**config.mk**
```make
export PLATFORM = sky130hd
export DESIGN_NAME = fsm_ti_trigger_flat
export DESIGN_NICKNAME = d
export VERILOG_FILES = /design/src/rtl/fsm_ti_trigger_pkg.sv /design/src/rtl/fsm_ti_trigger_if.sv /design/src/rtl/fsm_ti_trigger_chan.sv /design/src/rtl/fsm_ti_trigger.sv /design/src/flat_wrapper.sv
export SDC_FILE = /design/constraint.sdc
export NUM_CORES = 1
export LEC_CHECK = 0
export ABC_AREA = 1
export BUFFER_PORTS_ARGS = -buffer_cell sky130_fd_sc_hd__buf_2
export CAP_MARGIN = 5
export CORE_MARGIN = 2
export CORE_UTILIZATION = 50
export DETAILED_ROUTE_END_ITERATION = 16
export GPL_TIMING_DRIVEN = 0
export MAX_ROUTING_LAYER = met4
export PLACE_DENSITY = 0.64
export SLEW_MARGIN = 20
export SYNTH_ARGS = -nofsm -noshare
export SYNTH_HDL_FRONTEND = slang
export SYNTH_HIERARCHICAL = 1
export SYNTH_SLANG_ARGS = --single-unit
```
**constraint.sdc**
```tcl
create_clock -name clk -period 3.2 [get_ports clk]
set_input_delay 0.32 -clock clk [delete_from_list [all_inputs] [get_ports clk]]
set_output_delay 0.32 -clock clk [all_outputs]
set_load 0.02 [all_outputs]
```
**src/rtl/fsm_ti_trigger_pkg.sv**
```systemverilog
// Shared mode encodings and default widths for the FSM trigger/payload unit.
package fsm_ti_pkg;
    localparam int TI_ONESHOT  = 0;
    localparam int TI_PERIODIC = 1;
    localparam int TI_SEQUENCE = 2;

    localparam int TI_SW_DEF  = 5;
    localparam int TI_NCH_DEF = 4;
    localparam int TI_CW_DEF  = 4;

    typedef enum logic [1:0] {
        M_ONESHOT  = 2'd0,
        M_PERIODIC = 2'd1,
        M_SEQUENCE = 2'd2
    } ti_mode_e;
endpackage

```
**src/rtl/fsm_ti_trigger_if.sv**
```systemverilog
// Host-side bus of the trigger unit: state taps, channel config port and payload outputs.
interface fsm_ti_trigger_if #(
    parameter int SW  = 5,
    parameter int NCH = 4,
    parameter int CW  = 4
);
    logic                     en;
    logic                     step;
    logic [SW-1:0]            pr_state;
    logic [SW-1:0]            nx_state;
    logic                     cfg_we;
    logic [$clog2(NCH)-1:0]   cfg_ch;
    logic [SW-1:0]            cfg_state;
    logic [CW-1:0]            cfg_thresh;
    logic [SW-1:0]            cfg_target;
    logic [SW-1:0]            nx_state_o;
    logic [NCH-1:0]           fired;
    logic                     armed;
    logic [CW-1:0]            cnt_o;

    modport master (
        output en, step, pr_state, nx_state, cfg_we, cfg_ch, cfg_state, cfg_thresh, cfg_target,
        input  nx_state_o, fired, armed, cnt_o
    );
    modport slave (
        input  en, step, pr_state, nx_state, cfg_we, cfg_ch, cfg_state, cfg_thresh, cfg_target,
        output nx_state_o, fired, armed, cnt_o
    );
endinterface

```
**src/rtl/fsm_ti_trigger_chan.sv**
```systemverilog
// One trigger channel: config registers, state match, hit counter, redirect and fired flag.
module fsm_ti_chan
    import fsm_ti_pkg::*;
#(
    parameter int SW = 5,
    parameter int CW = 4
) (
    input  logic          clk,
    input  logic          rst,
    input  ti_mode_e      i_mode,
    input  logic          i_en,
    input  logic          i_step,
    input  logic [SW-1:0] i_pr_state,
    input  logic          i_cfg_we,
    input  logic [SW-1:0] i_cfg_state,
    input  logic [CW-1:0] i_cfg_thresh,
    input  logic [SW-1:0] i_cfg_target,
    input  logic          i_is_current,
    input  logic          i_seq_clear,
    input  logic          i_armed,
    output logic          o_hit,
    output logic          o_redir,
    output logic          o_last,
    output logic          o_valid,
    output logic          o_fired,
    output logic [SW-1:0] o_target,
    output logic [CW-1:0] o_cnt
);
    logic [SW-1:0] r_trig;
    logic [CW-1:0] r_thresh;
    logic [SW-1:0] r_target;
    logic [CW-1:0] r_cnt;
    logic          r_valid;
    logic          r_fired;

    // One extra bit so a threshold of all-ones never wraps the compare
    logic [CW:0]   w_cnt1;
    logic [CW:0]   w_thr1;
    logic          w_redir;

    assign w_cnt1   = {1'b0, r_cnt} + 1'b1;
    assign w_thr1   = {1'b0, r_thresh};
    assign o_hit    = i_en & i_step & r_valid & (i_pr_state == r_trig);
    assign o_last   = (w_cnt1 == w_thr1);
    assign o_redir  = w_redir;
    assign o_valid  = r_valid;
    assign o_fired  = r_fired;
    assign o_target = r_target;
    assign o_cnt    = r_cnt;

    always_comb begin
        w_redir = 1'b0;
        case (i_mode)
            M_ONESHOT:  w_redir = o_hit & (w_cnt1 >= w_thr1);
            M_PERIODIC: w_redir = o_hit & o_last;
            M_SEQUENCE: w_redir = o_hit & i_armed;
            default:    w_redir = 1'b0;
        endcase
    end

    always_ff @(negedge clk or negedge rst) begin
        if (!rst) begin
            r_trig   <= '0;
            r_thresh <= '0;
            r_target <= '0;
            r_cnt    <= '0;
            r_valid  <= 1'b0;
            r_fired  <= 1'b0;
        end else if (i_cfg_we) begin
            r_trig   <= i_cfg_state;
            r_thresh <= i_cfg_thresh;
            r_target <= i_cfg_target;
            r_cnt    <= '0;
            r_valid  <= (i_cfg_thresh != '0);
            r_fired  <= 1'b0;
        end else begin
            case (i_mode)
                M_ONESHOT: begin
                    if (o_hit)
                        r_cnt <= (w_cnt1 >= w_thr1) ? r_thresh : w_cnt1[CW-1:0];
                    if (w_redir)
                        r_fired <= 1'b1;
                end
                M_PERIODIC: begin
                    r_fired <= w_redir;
                    if (o_hit)
                        r_cnt <= w_redir ? '0 : w_cnt1[CW-1:0];
                end
                M_SEQUENCE: begin
                    // Ordering violation clears every channel, even one that also matched
                    if (i_seq_clear)
                        r_cnt <= '0;
                    else if (o_hit && i_is_current)
                        r_cnt <= w_cnt1[CW-1:0];
                end
                default: ;
            endcase
        end
    end
endmodule

```
**src/rtl/fsm_ti_trigger.sv**
```systemverilog
// Trigger/payload unit between a host FSM's next-state logic and its state register.
module fsm_ti_trigger
    import fsm_ti_pkg::*;
#(
    parameter int SW   = TI_SW_DEF,
    parameter int NCH  = TI_NCH_DEF,
    parameter int CW   = TI_CW_DEF,
    parameter int MODE = TI_ONESHOT
) (
    input  logic            clk,
    input  logic            rst,
    fsm_ti_trigger_if.slave bus
);
    localparam int CHW = $clog2(NCH);
    localparam int PW  = $clog2(NCH) + 1;
    localparam ti_mode_e L_MODE = ti_mode_e'(MODE[1:0]);

    logic [NCH-1:0]         w_hit, w_redir, w_last, w_valid, w_fired;
    logic [NCH-1:0]         w_is_cur;
    logic [NCH-1:0][SW-1:0] w_target;
    logic [NCH-1:0][CW-1:0] w_cnt;

    logic [PW-1:0] r_seq_ptr;
    logic          r_armed;
    logic [PW-1:0] w_cur;
    logic          w_found, w_more, w_viol, w_done, w_seq_act, w_seq_clear;

    for (genvar g = 0; g < NCH; g++) begin : g_ch
        assign w_is_cur[g] = w_seq_act & w_found & (w_cur == PW'(g));

        fsm_ti_chan #(.SW(SW), .CW(CW)) u_chan (
            .clk          (clk),
            .rst          (rst),
            .i_mode       (L_MODE),
            .i_en         (bus.en),
            .i_step       (bus.step),
            .i_pr_state   (bus.pr_state),
            .i_cfg_we     (bus.cfg_we && (bus.cfg_ch == CHW'(g))),
            .i_cfg_state  (bus.cfg_state),
            .i_cfg_thresh (bus.cfg_thresh),
            .i_cfg_target (bus.cfg_target),
            .i_is_current (w_is_cur[g]),
            .i_seq_clear  (w_seq_clear),
            .i_armed      (r_armed),
            .o_hit        (w_hit[g]),
            .o_redir      (w_redir[g]),
            .o_last       (w_last[g]),
            .o_valid      (w_valid[g]),
            .o_fired      (w_fired[g]),
            .o_target     (w_target[g]),
            .o_cnt        (w_cnt[g])
        );
    end

    // Lowest-index redirecting channel supplies the payload state
    always_comb begin
        bus.nx_state_o = bus.nx_state;
        for (int c = NCH - 1; c >= 0; c--)
            if (w_redir[c]) bus.nx_state_o = w_target[c];
    end

    assign bus.cnt_o = w_cnt[bus.cfg_ch];
    assign bus.armed = r_armed;
    assign bus.fired = (L_MODE == M_SEQUENCE) ? {NCH{r_armed}} : w_fired;

    // Sequence tracking: the current channel is the first valid one at or above seq_ptr
    assign w_seq_act   = (L_MODE == M_SEQUENCE) & ~r_armed;
    assign w_seq_clear = w_seq_act & w_viol;

    always_comb begin
        w_found = 1'b0;
        w_cur   = '0;
        w_done  = 1'b0;
        for (int c = 0; c < NCH; c++) begin
            if (!w_found && w_valid[c] && (c >= int'(r_seq_ptr))) begin
                w_found = 1'b1;
                w_cur   = PW'(c);
                w_done  = w_hit[c] & w_last[c];
            end
        end
        w_more = 1'b0;
        w_viol = 1'b0;
        for (int c = 0; c < NCH; c++) begin
            if (w_valid[c] && (c > int'(w_cur))) w_more = 1'b1;
            if (w_hit[c] && (!w_found || (w_cur != PW'(c)))) w_viol = 1'b1;
        end
    end

    always_ff @(negedge clk or negedge rst) begin
        if (!rst) begin
            r_seq_ptr <= '0;
            r_armed   <= 1'b0;
        end else if (w_seq_act) begin
            if (w_viol) begin
                r_seq_ptr <= '0;
            end else if (w_done) begin
                r_seq_ptr <= w_cur + 1'b1;
                if (!w_more) r_armed <= 1'b1;
            end
        end
    end
endmodule
```
**src/flat_wrapper.sv**
```systemverilog
// flat-port wrapper written by rule: the top's interface ports become plain ports
module fsm_ti_trigger_flat import fsm_ti_pkg::*;
#(
    parameter int SW   = TI_SW_DEF,
    parameter int NCH  = TI_NCH_DEF,
    parameter int CW   = TI_CW_DEF,
    parameter int MODE = TI_ONESHOT
)
  (clk, rst, bus_en, bus_step, bus_pr_state, bus_nx_state, bus_cfg_we, bus_cfg_ch, bus_cfg_state, bus_cfg_thresh, bus_cfg_target, bus_nx_state_o, bus_fired, bus_armed, bus_cnt_o);
  fsm_ti_trigger_if #(.SW(SW), .NCH(NCH), .CW(CW)) bus_i ();
  input  logic clk;
  input  logic rst;
  input wire logic [$bits(bus_i.en)-1:0] bus_en;
  input wire logic [$bits(bus_i.step)-1:0] bus_step;
  input wire logic [$bits(bus_i.pr_state)-1:0] bus_pr_state;
  input wire logic [$bits(bus_i.nx_state)-1:0] bus_nx_state;
  input wire logic [$bits(bus_i.cfg_we)-1:0] bus_cfg_we;
  input wire logic [$bits(bus_i.cfg_ch)-1:0] bus_cfg_ch;
  input wire logic [$bits(bus_i.cfg_state)-1:0] bus_cfg_state;
  input wire logic [$bits(bus_i.cfg_thresh)-1:0] bus_cfg_thresh;
  input wire logic [$bits(bus_i.cfg_target)-1:0] bus_cfg_target;
  output wire logic [$bits(bus_i.nx_state_o)-1:0] bus_nx_state_o;
  output wire logic [$bits(bus_i.fired)-1:0] bus_fired;
  output wire logic [$bits(bus_i.armed)-1:0] bus_armed;
  output wire logic [$bits(bus_i.cnt_o)-1:0] bus_cnt_o;
  assign bus_i.en = bus_en;
  assign bus_i.step = bus_step;
  assign bus_i.pr_state = bus_pr_state;
  assign bus_i.nx_state = bus_nx_state;
  assign bus_i.cfg_we = bus_cfg_we;
  assign bus_i.cfg_ch = bus_cfg_ch;
  assign bus_i.cfg_state = bus_cfg_state;
  assign bus_i.cfg_thresh = bus_cfg_thresh;
  assign bus_i.cfg_target = bus_cfg_target;
  assign bus_nx_state_o = bus_i.nx_state_o;
  assign bus_fired = bus_i.fired;
  assign bus_armed = bus_i.armed;
  assign bus_cnt_o = bus_i.cnt_o;
  fsm_ti_trigger #(.SW(SW), .NCH(NCH), .CW(CW), .MODE(MODE)) u_core (.clk(clk), .rst(rst), .bus(bus_i));
endmodule
```
Word-level counts from Yosys, hierarchy flattened
Cells that the tools add are included.
{"block": "word_totals", "regBits": 80, "in_bits": 31, "out_inout_bits": 14}
{"block": "classes", "add_sub_neg": 4, "n_lt_le_gt_ge": 5, "eq_ne": 7, "mux": 26, "bitwise": 13, "reduce_logical": 14}
{"op": "$mux 4", "n": 13}
{"op": "$add 4x1->5 const B", "n": 4}
{"op": "$eq 5x5->1", "n": 4}
{"op": "$ge 5x4->1", "n": 4}
{"op": "$mux 5", "n": 4}
{"op": "$reduce_bool 2->1", "n": 8}
{"op": "$and 1x1->1", "n": 13}
{"op": "$bmux 4 s2", "n": 1}
{"op": "$mux 1", "n": 8}
{"op": "$eq 2x2->1 const B", "n": 2}
{"op": "$logic_and 1x1->1", "n": 4}
{"op": "$reduce_bool 4->1", "n": 1}
{"op": "$lt 2x3->1 const B", "n": 1}
{"op": "$eq 2x1->1 const B", "n": 1}
{"op": "$logic_not 2->1", "n": 1}

Logic depth before layout (Yosys ltp)
{"block": "logic_depth", "ltp_word": 8, "depth_mapped": 15}

Hierarchy
Netlist, hierarchy kept.
{"mod": "fsm_ti_chan", "instances": 4, "cells_per_inst": 180, "area_each_um2": 1276.2, "seq_area_each_um2": 500.5}
{"mod": "fsm_ti_trigger", "instances": 1, "cells_per_inst": 98, "area_each_um2": 426.7, "seq_area_each_um2": 0.0}

==> results.md <==
- First-pass GRT wire length: ~24 mm
- Inst Count DP: 1025
- Syn Area/Cell: approximately 6.8 um2
- Post-route ant nets: 0
- Static Leakage: around 3.6 nW
- Port Buffer Count: between 40 and 50
- Avg Vias per Cell: 5.02
- Die Footprint: roughly 12000 um2
- Clock Path Buffers: 2
- Mapped Cells: a little over 800
- Crit path capture type: primary output
- Violated checks: negative setup slack
- Final Hold Fails: 0
- Layout cells sized above 1: 0.232
- H-tree levels: 3
- Mapped Area: about 5500 um2
- Setup violations, final: 8
- # nets final: about 1000
- CTS Buf Count: 9
- DP HPWL: between 10 and 15 mm
- # diodes: 0
- Clock sinks: 80
- Std-Cell Rows: 38
- Syn. warnings: 6
- Slowest stage cell, crit path: dfrtn_1
- Status: finished with violations
- Setup crit start kind: flop
- Vias in the first global route: approximately 5000
- Worst vdd ir: approximately 0.00043 V
- Family with the most delay on the worst path: simple AND/OR/NAND/NOR gates
- Fin area: between 6000 and 7000 um2
- Vias: 5398
- Worst path cell trace: ha_4, xor2_4, ha_4, a21oi_2, nor2_1, nor2_2, nand3_2, nand3_4, inv_8, a21oi_2, nand2_1, nand2_1, nand2_2, buf_6
- CP arrival: approximately 4200 ps
- Slew margin rel.: 0.598
- Final core occ: 0.650
- Die height: 109 um
- Setup Skew: between 9 and 10 ps
- Setup ws final: -1320 ps
- # DRC: 0
- Reg clk slew, reported paths: 60 ps
- Non-filler cells, final: 1076
- RSZ-0062 raised after global routing: yes
- DRT iter0 DRCs: approximately 420
- Final GP Congestion: between 0.9 and 1
- Largest net degree at the start of global routing: 42
- CP Class: reg2out
- Remaining Overflow, GRT: 0
- Worst Path Max Fanout: 7
- Data required, critical path: about 2900 ps
- Routed WL: approximately 15 mm
- Max stage delay on crit path: between 500 and 600 ps
- Hold crit path type: reg2reg
- Initial antenna violation count: 0
- Placement Cell Area: 6130 um2
- Clk Tree Root Cell: clkbuf_8
- Initial Util: 0.510
- Total Routing Usage GR: 0.270
- Max-Cap Viols: 0
- CTS tree: yes
- Drt wl/cell: around 14 um
- Chip width: roughly 110 um
- IO Pins: 45
- Power per cell area: approximately 610 nW/um2
- Buffers & Inverters on Critical Path: 2
- Core Box Area: approximately 11000 um2
- Clk Latency, worst-skew pair: between 300 and 400 ps
- Drt first pass iters: 5
- CTS Hold Bufs: 0
- Max Slew Vio Count: 0
- Slew @ Worst Pin: around 600 ps
- Area Overhead vs Synth: 27.4%
-- worst min-delay path: stages, from the launching register on --
cell and delay (ps):
dfrtn_1 410, nand2_1 50, nand2_1 50
-- report_power, final --
part	total [W]	switching, W	internal (W)
sequential	0.00142	0.000193	0.00123
clock	0.000843	0.000386	0.000457
combinational	0.00200	0.00111	0.000891
total	0.00426	0.00169	0.00257
-- state kept, by name, indices dropped and copies added (netlist names) --
name and cells:
u_core/g_ch.u_chan/o_cnt 16, u_core/g_ch.u_chan/o_fired 4, u_core/g_ch.u_chan/o_target 20, u_core/g_ch.u_chan/o_valid 4
u_core/g_ch.u_chan/r_thresh 16, u_core/g_ch.u_chan/r_trig 20
-- routing by layer --
layer	share of wire	up-vias	GRT usage
met5	0	-	-
met4	0.017	0	0.0769
met3	0.069	24	0.0400
met2	0.47	175	0.442
met1	0.44	2494	0.350
li1	-	2705	-
-- layout make-up --
cell class              instances  area [um2]
plain buffers                  11        56.3
clock buffers                  10         138
clock inverters                 5        81.3
fillers                       980        3760
inverters                     128         508
multi-input cells             622        3430
flip-flops and latches         80        2000
well taps                     140         175
repair buffers                 80         593
-- stage by stage --
| step | hold WS [ps] | setup WS [ps] | TNS (ps) | power, W |
|---|---|---|---|---|
| after floorplan | 402 | -709 | -3530 | 0.00252 |
| after global placement | 416 | -1150 | -55190 | 0.00286 |
| after detailed placement | 419 | -1200 | -30970 | 0.00290 |
| after CTS | 421 | -1350 | -6820 | 0.00400 |
| after global routing | 448 | -1480 | -7700 | 0.00461 |
| final | 419 | -1320 | -6710 | 0.00426 |
-- final timing paths --
kind                                                    from  slack [ps]  cells past startpoint                                end
max                           u_core/g_ch[2].u_chan/o_cnt[0]       -1320                     14                  bus_nx_state_o[2]
min in group asynchronous                                rst        1450                      1      u_core/g_ch[3].u_chan/o_fired
min reg2reg                u_core/g_ch[3].u_chan/o_target[4]         420                      2  u_core/g_ch[3].u_chan/o_target[4]
max in group asynchronous                                rst        1090                      2    u_core/g_ch[3].u_chan/r_trig[3]
min                        u_core/g_ch[3].u_chan/o_target[4]         420                      2  u_core/g_ch[3].u_chan/o_target[4]
max reg2reg                   u_core/g_ch[1].u_chan/o_cnt[0]         800                     13     u_core/g_ch[1].u_chan/o_cnt[1]
-- layout by cell type (no fill, tap or decap) --
cell and instances:
clkbuf_1 8, clkinv_4 1, o22ai_1 4, inv_8 2, bufinv_16 2, inv_6 2
a21oi_1 36, buf_12 1, nand3_4 2, dfrtn_1 80, clkbuf_8 10, inv_2 10
inv_1 113, clkinv_2 1, nand2_2 27, nand4_1 8, xnor2_2 4, nand3_1 18
nand2_1 305, xor2_4 3, nand3_2 25, buf_4 33, nor3_4 2, buf_6 17
buf_2 32, clkinvlp_4 1, nor2_1 25, ha_4 7, nor2_2 22, inv_4 1
xor2_2 1, nor2_4 1, a21oi_2 10, o21ai_0 52, conb_1 37, ha_1 29
nor3_1 4
-- repair_timing --
action / in CTS / in global routing
gates cloned: 0 / 0
setup endpoints to repair: 46 / 22
setup buffers: 23 / 15
pin swaps: 20 / 22
gates resized for setup: 37 / 46
Power figures use the tool's default switching activity.
